### src/rtl/function_table_arbiter.sv
// function_table_arbiter
//
// Shares one registered function-lookup table (one-cycle read latency)
// between NUM_REQ requesters. Requests are granted round-robin, at most one
// lookup is issued per cycle, the owner tag of each lookup is carried alongside
// the table pipeline, and each result lands in a per-requester response
// register that is held until the requester consumes it.
//
// Ports:
//   iCLK       clock, all state on the rising edge
//   iRST_N     asynchronous active-low reset
//   iReqValid  request valid, bit i = requester i
//   iReqData   request arguments, requester i at [i*WIDTH_X +: WIDTH_X]
//   oReqReady  one-hot grant (combinational), zero when nobody is eligible
//   oTabData   registered argument driven to the table
//   iTabData   table result, valid one cycle after oTabData
//   oRspValid  response held for requester i
//   oRspData   responses, requester i at [i*WIDTH_Y +: WIDTH_Y]
//   iRspReady  requester i consumes its held response
//   oBusy      any lookup in flight or any response held
module function_table_arbiter #(
  parameter int NUM_REQ = 4,
  parameter int WIDTH_X = 8,
  parameter int WIDTH_Y = 8
) (
  input  logic                       iCLK,
  input  logic                       iRST_N,
  input  logic [NUM_REQ-1:0]         iReqValid,
  input  logic [NUM_REQ*WIDTH_X-1:0] iReqData,
  output logic [NUM_REQ-1:0]         oReqReady,
  output logic [WIDTH_X-1:0]         oTabData,
  input  logic [WIDTH_Y-1:0]         iTabData,
  output logic [NUM_REQ-1:0]         oRspValid,
  output logic [NUM_REQ*WIDTH_Y-1:0] oRspData,
  input  logic [NUM_REQ-1:0]         iRspReady,
  output logic                       oBusy
);

  localparam int TAG_W = (NUM_REQ > 1) ? $clog2(NUM_REQ) : 1;
  localparam logic [TAG_W:0] NUM_REQ_W = (TAG_W+1)'(NUM_REQ);
  localparam logic [TAG_W:0] ONE_W     = (TAG_W+1)'(1);

  logic               s1Vld;
  logic               s2Vld;
  logic [TAG_W-1:0]   s1Tag;
  logic [TAG_W-1:0]   s2Tag;
  logic [TAG_W-1:0]   rr;

  logic [NUM_REQ-1:0]   slotFree;
  logic [NUM_REQ-1:0]   eligible;
  logic [2*NUM_REQ-1:0] rotated;
  logic                 found;
  logic [TAG_W-1:0]     offset;
  logic [TAG_W:0]       winnerSum;
  logic [TAG_W:0]       nextSum;
  logic [TAG_W-1:0]     winner;
  logic [TAG_W-1:0]     nextRr;
  logic [WIDTH_X-1:0]   winnerArg;

  // A slot is free only when nothing it owns is anywhere in the table
  // pipeline and its response register is empty. A response that is being
  // consumed this very cycle still counts as occupying the slot, which keeps
  // the grant path independent of iRspReady.
  always_comb begin
    slotFree = '0;
    for (int i = 0; i < NUM_REQ; i++) begin
      slotFree[i] = !(s1Vld && (s1Tag == TAG_W'(i))) &&
                    !(s2Vld && (s2Tag == TAG_W'(i))) &&
                    !oRspValid[i];
    end
  end

  // While reset is asserted no request is considered, so the grant reads
  // zero together with every other output.
  assign eligible = iReqValid & slotFree & {NUM_REQ{iRST_N}};

  // Rotating the doubled eligibility vector by rr turns the wrap-around
  // search into a plain lowest-set-bit search; the offset found is then
  // added back onto rr modulo NUM_REQ (which need not be a power of two).
  assign rotated = {eligible, eligible} >> rr;

  always_comb begin
    found  = 1'b0;
    offset = '0;
    for (int k = NUM_REQ-1; k >= 0; k--) begin
      if (rotated[k]) begin
        found  = 1'b1;
        offset = TAG_W'(k);
      end
    end
    winnerSum = {1'b0, rr} + {1'b0, offset};
    if (winnerSum >= NUM_REQ_W) begin
      winnerSum = winnerSum - NUM_REQ_W;
    end
    winner  = winnerSum[TAG_W-1:0];
    nextSum = {1'b0, winner} + ONE_W;
    if (nextSum >= NUM_REQ_W) begin
      nextSum = '0;
    end
    nextRr = nextSum[TAG_W-1:0];
  end

  // Decode the winner into the one-hot grant and pick its argument slice.
  always_comb begin
    oReqReady = '0;
    winnerArg = '0;
    for (int i = 0; i < NUM_REQ; i++) begin
      if (found && (winner == TAG_W'(i))) begin
        oReqReady[i] = 1'b1;
        winnerArg    = iReqData[i*WIDTH_X +: WIDTH_X];
      end
    end
  end

  // Issue, tag tracking and response capture. Stage 1 mirrors the argument
  // register feeding the table, stage 2 mirrors the table's own output
  // register, so the tag leaving stage 2 names the owner of iTabData.
  // Capture and consume can never hit the same slot in one cycle because
  // a slot with a held response cannot have a lookup in flight.
  always_ff @(posedge iCLK or negedge iRST_N) begin
    if (!iRST_N) begin
      oTabData  <= '0;
      s1Vld     <= 1'b0;
      s1Tag     <= '0;
      s2Vld     <= 1'b0;
      s2Tag     <= '0;
      rr        <= '0;
      oRspValid <= '0;
      oRspData  <= '0;
    end else begin
      s1Vld <= found;
      if (found) begin
        oTabData <= winnerArg;
        s1Tag    <= winner;
        rr       <= nextRr;
      end
      s2Vld <= s1Vld;
      s2Tag <= s1Tag;
      for (int i = 0; i < NUM_REQ; i++) begin
        if (oRspValid[i] && iRspReady[i]) begin
          oRspValid[i] <= 1'b0;
        end
        if (s2Vld && (s2Tag == TAG_W'(i))) begin
          oRspValid[i]                    <= 1'b1;
          oRspData[i*WIDTH_Y +: WIDTH_Y]  <= iTabData;
        end
      end
    end
  end

  assign oBusy = s1Vld | s2Vld | (|oRspValid);

endmodule

### config.mk
export PLATFORM = sky130hd
export DESIGN_NAME = function_table_arbiter
export DESIGN_NICKNAME = d
export VERILOG_FILES = /design/src/rtl/function_table_arbiter.sv
export SDC_FILE = /design/constraint.sdc
export NUM_CORES = 1
export LEC_CHECK = 0
export BUFFER_PORTS_ARGS = -buffer_cell sky130_fd_sc_hd__buf_2
export CAP_MARGIN = 20
export CORE_UTILIZATION = 45
export CTS_BUF_LIST = sky130_fd_sc_hd__clkbuf_8 sky130_fd_sc_hd__clkbuf_16
export CTS_CLUSTER_DIAMETER = 80
export DETAILED_ROUTE_END_ITERATION = 8
export PLACE_DENSITY = 0.77
export SETUP_SLACK_MARGIN = 0.3
export SYNTH_ARGS = -nofsm -noshare
export SYNTH_HDL_FRONTEND = slang
export SYNTH_SLANG_ARGS = --single-unit
export TNS_END_PERCENT = 50
### constraint.sdc
create_clock -name iCLK -period 4.6 [get_ports iCLK]
set_clock_uncertainty 0.05 [all_clocks]
set_input_delay 0.92 -clock iCLK [delete_from_list [all_inputs] [get_ports iCLK]]
set_output_delay 0.92 -clock iCLK [all_outputs]
set_load 0.01 [all_outputs]
==> flow_summary.ini <==
[outcome]
status = completed

[sta]
period_share_pct = 90.48
worst_pin_slew_ns = 0.6126
finalHoldViolCount = 0
max_freq_ghz = 0.2403
finalSetupViolCount = 0
final_max_slew_viol_count = 0
period_minus_slack_ns = 4.162
tns_ns = 0
slew_headroom_pct = 59.16
rsz0062_at_grt = false

[final_layout]
diodes = 0
utilization_pct = 62.11
nets = 384
finish.instance_area_um2 = 3273
area_growth_pct = 29.44
layout_common_cells = buf_2 (97), dfrtp_1 (52), mux2_2 (32), nand2_1 (16), buf_4 (16)
drive_gt1_share_pct = 50.00
final_common_cell = buf_2

[setup_path]
crit_arrival_ns = 3.19
cp_max_fo = 9
path_cells = buf_4 > nand3b_1 > nor3_4 > buf_4 > nor2_1 > nor3_1 > a21oi_1 > o21ai_1 > ha_2 > xnor2_2 > xor2_1 > ha_1 > nor2b_1 > buf_2
cp_slowest_cell = nor3_4
worst-r2r-cell-count = 18
worstPathRequired_ns = 3.63
crit_top_cell = buf_4
critPathKind = in -> out
slowest_delay_ns = 0.29
critPathCaptureType = primary output
cp-start-kind = primary input

[place]
port_buffers = 98
dp_hpwl_um = 4458
dpl_cell_area_um2 = 3120
gp_routability_congestion = 0.8006

[drt]
viasPerCell = 5.243
num_vias = 2097
dr.pass1.iters = 5
routedWlPerCell_um = 15.07
routed_wirelength_um = 6027
drcViolationCount = 0
antenna_left = 0
drtIter0Drc = 99

[die]
start_util_pct = 47.98
ios = 99
std_cell_rows = 26
core_area_um2 = 5270
dieArea_um2 = 5923
die_h_um = 76.96
fp.dieW_um = 76.96

[clock_network]
cts_tree = yes
cts-root-buf = clkbuf_8
cts_buffers = 5
clock_latency_ns = 0.30
cts_buffer_depth = 2
clk_pin_slew_ns = 0.10
cts_hold_buf = 0
htree_levels = 2
cts_sinks = 52

[grt]
gr-total-overflow = 0
grt_pass1_vias = 2030
grt_first_pass_wirelength_um = 9908
grt_max_degree = 50
grt.total_usage_pct = 21.23
antenna_found_initial = 0

[yosys]
synth_area_um2 = 2529
syn_area_per_cell_um2 = 11.44
syn_nets = 276
synth_seq_area_share_pct = 51.46
ys_warn_count = 0
postSynthCellCount = 221
ys_ff_latch = 52
ys_types = 41

[power]
p_leak_nw = 1.563
ir_drop_v = 0.0005582
power_density_nw_per_um2 = 923.2

[hold_path]
hold_path.class = in -> async

[run]
maxCapViolations = 0
-- Yosys cell counts --
cell type / instances / area, µm²
nor3_2: 1 / 10.01
o21ai_0: 7 / 35.03
nand2_1: 16 / 60.06
nor4_4: 1 / 21.27
a21o_2: 1 / 8.760
and3_1: 1 / 6.260
nor3b_4: 1 / 18.77
and3b_1: 1 / 8.760
a211oi_2: 1 / 12.51
buf_2: 3 / 15.01
xnor2_1: 2 / 17.52
nor4_1: 2 / 12.51
nand3b_1: 5 / 37.54
a221oi_1: 7 / 61.31
ha_1: 5 / 62.56
a21oi_2: 1 / 8.760
a21oi_1: 12 / 60.06
nand4_1: 1 / 6.260
or4_1: 1 / 7.510
nand3_1: 6 / 30.03
mux2_2: 32 / 360.4
or2_4: 1 / 8.760
a311oi_1: 1 / 8.760
nor3_1: 9 / 45.04
o2111ai_1: 1 / 8.760
inv_1: 6 / 22.52
o21ai_1: 7 / 35.03
or3_4: 1 / 11.26
and4_1: 1 / 8.760
a211o_1: 2 / 17.52
nor3b_1: 1 / 7.510
o2111a_1: 1 / 11.26
o311a_1: 1 / 10.01
nor2b_1: 14 / 87.58
xor2_1: 1 / 8.760
o211ai_1: 2 / 15.01
buf_6: 1 / 11.26
nor2_1: 4 / 15.01
clkbuf_1: 7 / 26.28
buf_4: 1 / 7.510
dfrtp_1: 52 / 1301
-- cell families after synthesis --
kind of cell / after synthesis / share of synthesized area, %
and+or+nand+nor: 67 / 15.93
DFF: 52 / 51.46
AOI/OAI and AO/OA: 44 / 11.58
muxes: 32 / 14.25
buffers and inverters: 18 / 3.266
adders and majority gates: 5 / 2.474
xor gates and xnor gates: 3 / 1.039
-- through the flow --
step                instances  setup WS, ns  hold slack, ns  total power [mW]
finish                    400        0.4379          0.3632             3.022
global route              400        0.2412          0.3507             3.315
CTS                       394        0.3050          0.3810             2.978
detailed placement        386        0.3128          0.4276             2.706
global placement          386        0.3799          0.4142             2.659
floorplan                 221        0.3738          0.3746             2.151
-- per-layer routing --
layer	track usage, %	part of all wire [%]	up-vias	wire, µm
met3	4.286	3.5	4	210
met4	5.577	0.91	0	55
met5	0	0	-	0
li1	-	-	1019	-
met2	35.98	50	50	3042
met1	27.54	45	1024	2719
-- worst max-delay path: cells and delay by family --
kind	cells	cell delay (ns)
AOI/OAI and AO/OA	2	0.22
and+or+nand+nor	5	0.77
adders and majority gates	2	0.43
buffers and inverters	3	0.45
xor gates and xnor gates	2	0.38
-- timing repair --
item                                    in CTS  in global routing
endpoints found under the setup margin       2                  7
pin swaps                                    1                  5
setup buffers                                0                  6
resized for setup                            0                  7
-- cell type report --
| type | count | area (µm²) |
|---|---|---|
| Fill cell | 484 | 1997 |
| Tap cell | 70 | 87.58 |
| Multi-Input combinational cell | 151 | 1165 |
| Clock inverter | 3 | 22.52 |
| Inverter | 6 | 22.52 |
| Timing Repair Buffer | 113 | 605.6 |
| Sequential cell | 52 | 1301 |
| Clock buffer | 5 | 68.82 |
-- flip-flops by register name, summed over array words and instances, names as in the netlist --
| register | count |
|---|---|
| oRspData | 32 |
| oTabData | 8 |
| s1Vld | 1 |
| oRspValid | 4 |
| rr | 2 |
| s1Tag | 2 |
| s2Vld | 1 |
| s2Tag | 2 |
-- worst paths after layout --
path | start | slack [ns] | endpoint
worst min register to register | oTabData[2] | 0.44 | oTabData[2]
min in group iCLK | oTabData[2] | 0.44 | oTabData[2]
worst max-delay path | iRST_N | 0.44 | oReqReady[0]
max in group asynchronous | iRST_N | 3.32 | oTabData[6]
worst min-delay path | iRST_N | 0.36 | oRspValid[2]
worst max register to register | s1Tag[1] | 0.86 | oTabData[0]
-- report_power, final --
group	internal (mW)	switching, mW
logic	0.909	0.983
registers	0.699	0.166
clock network	0.109	0.155
total	1.72	1.30
No activity file was read; power rests on OpenSTA's default activity.
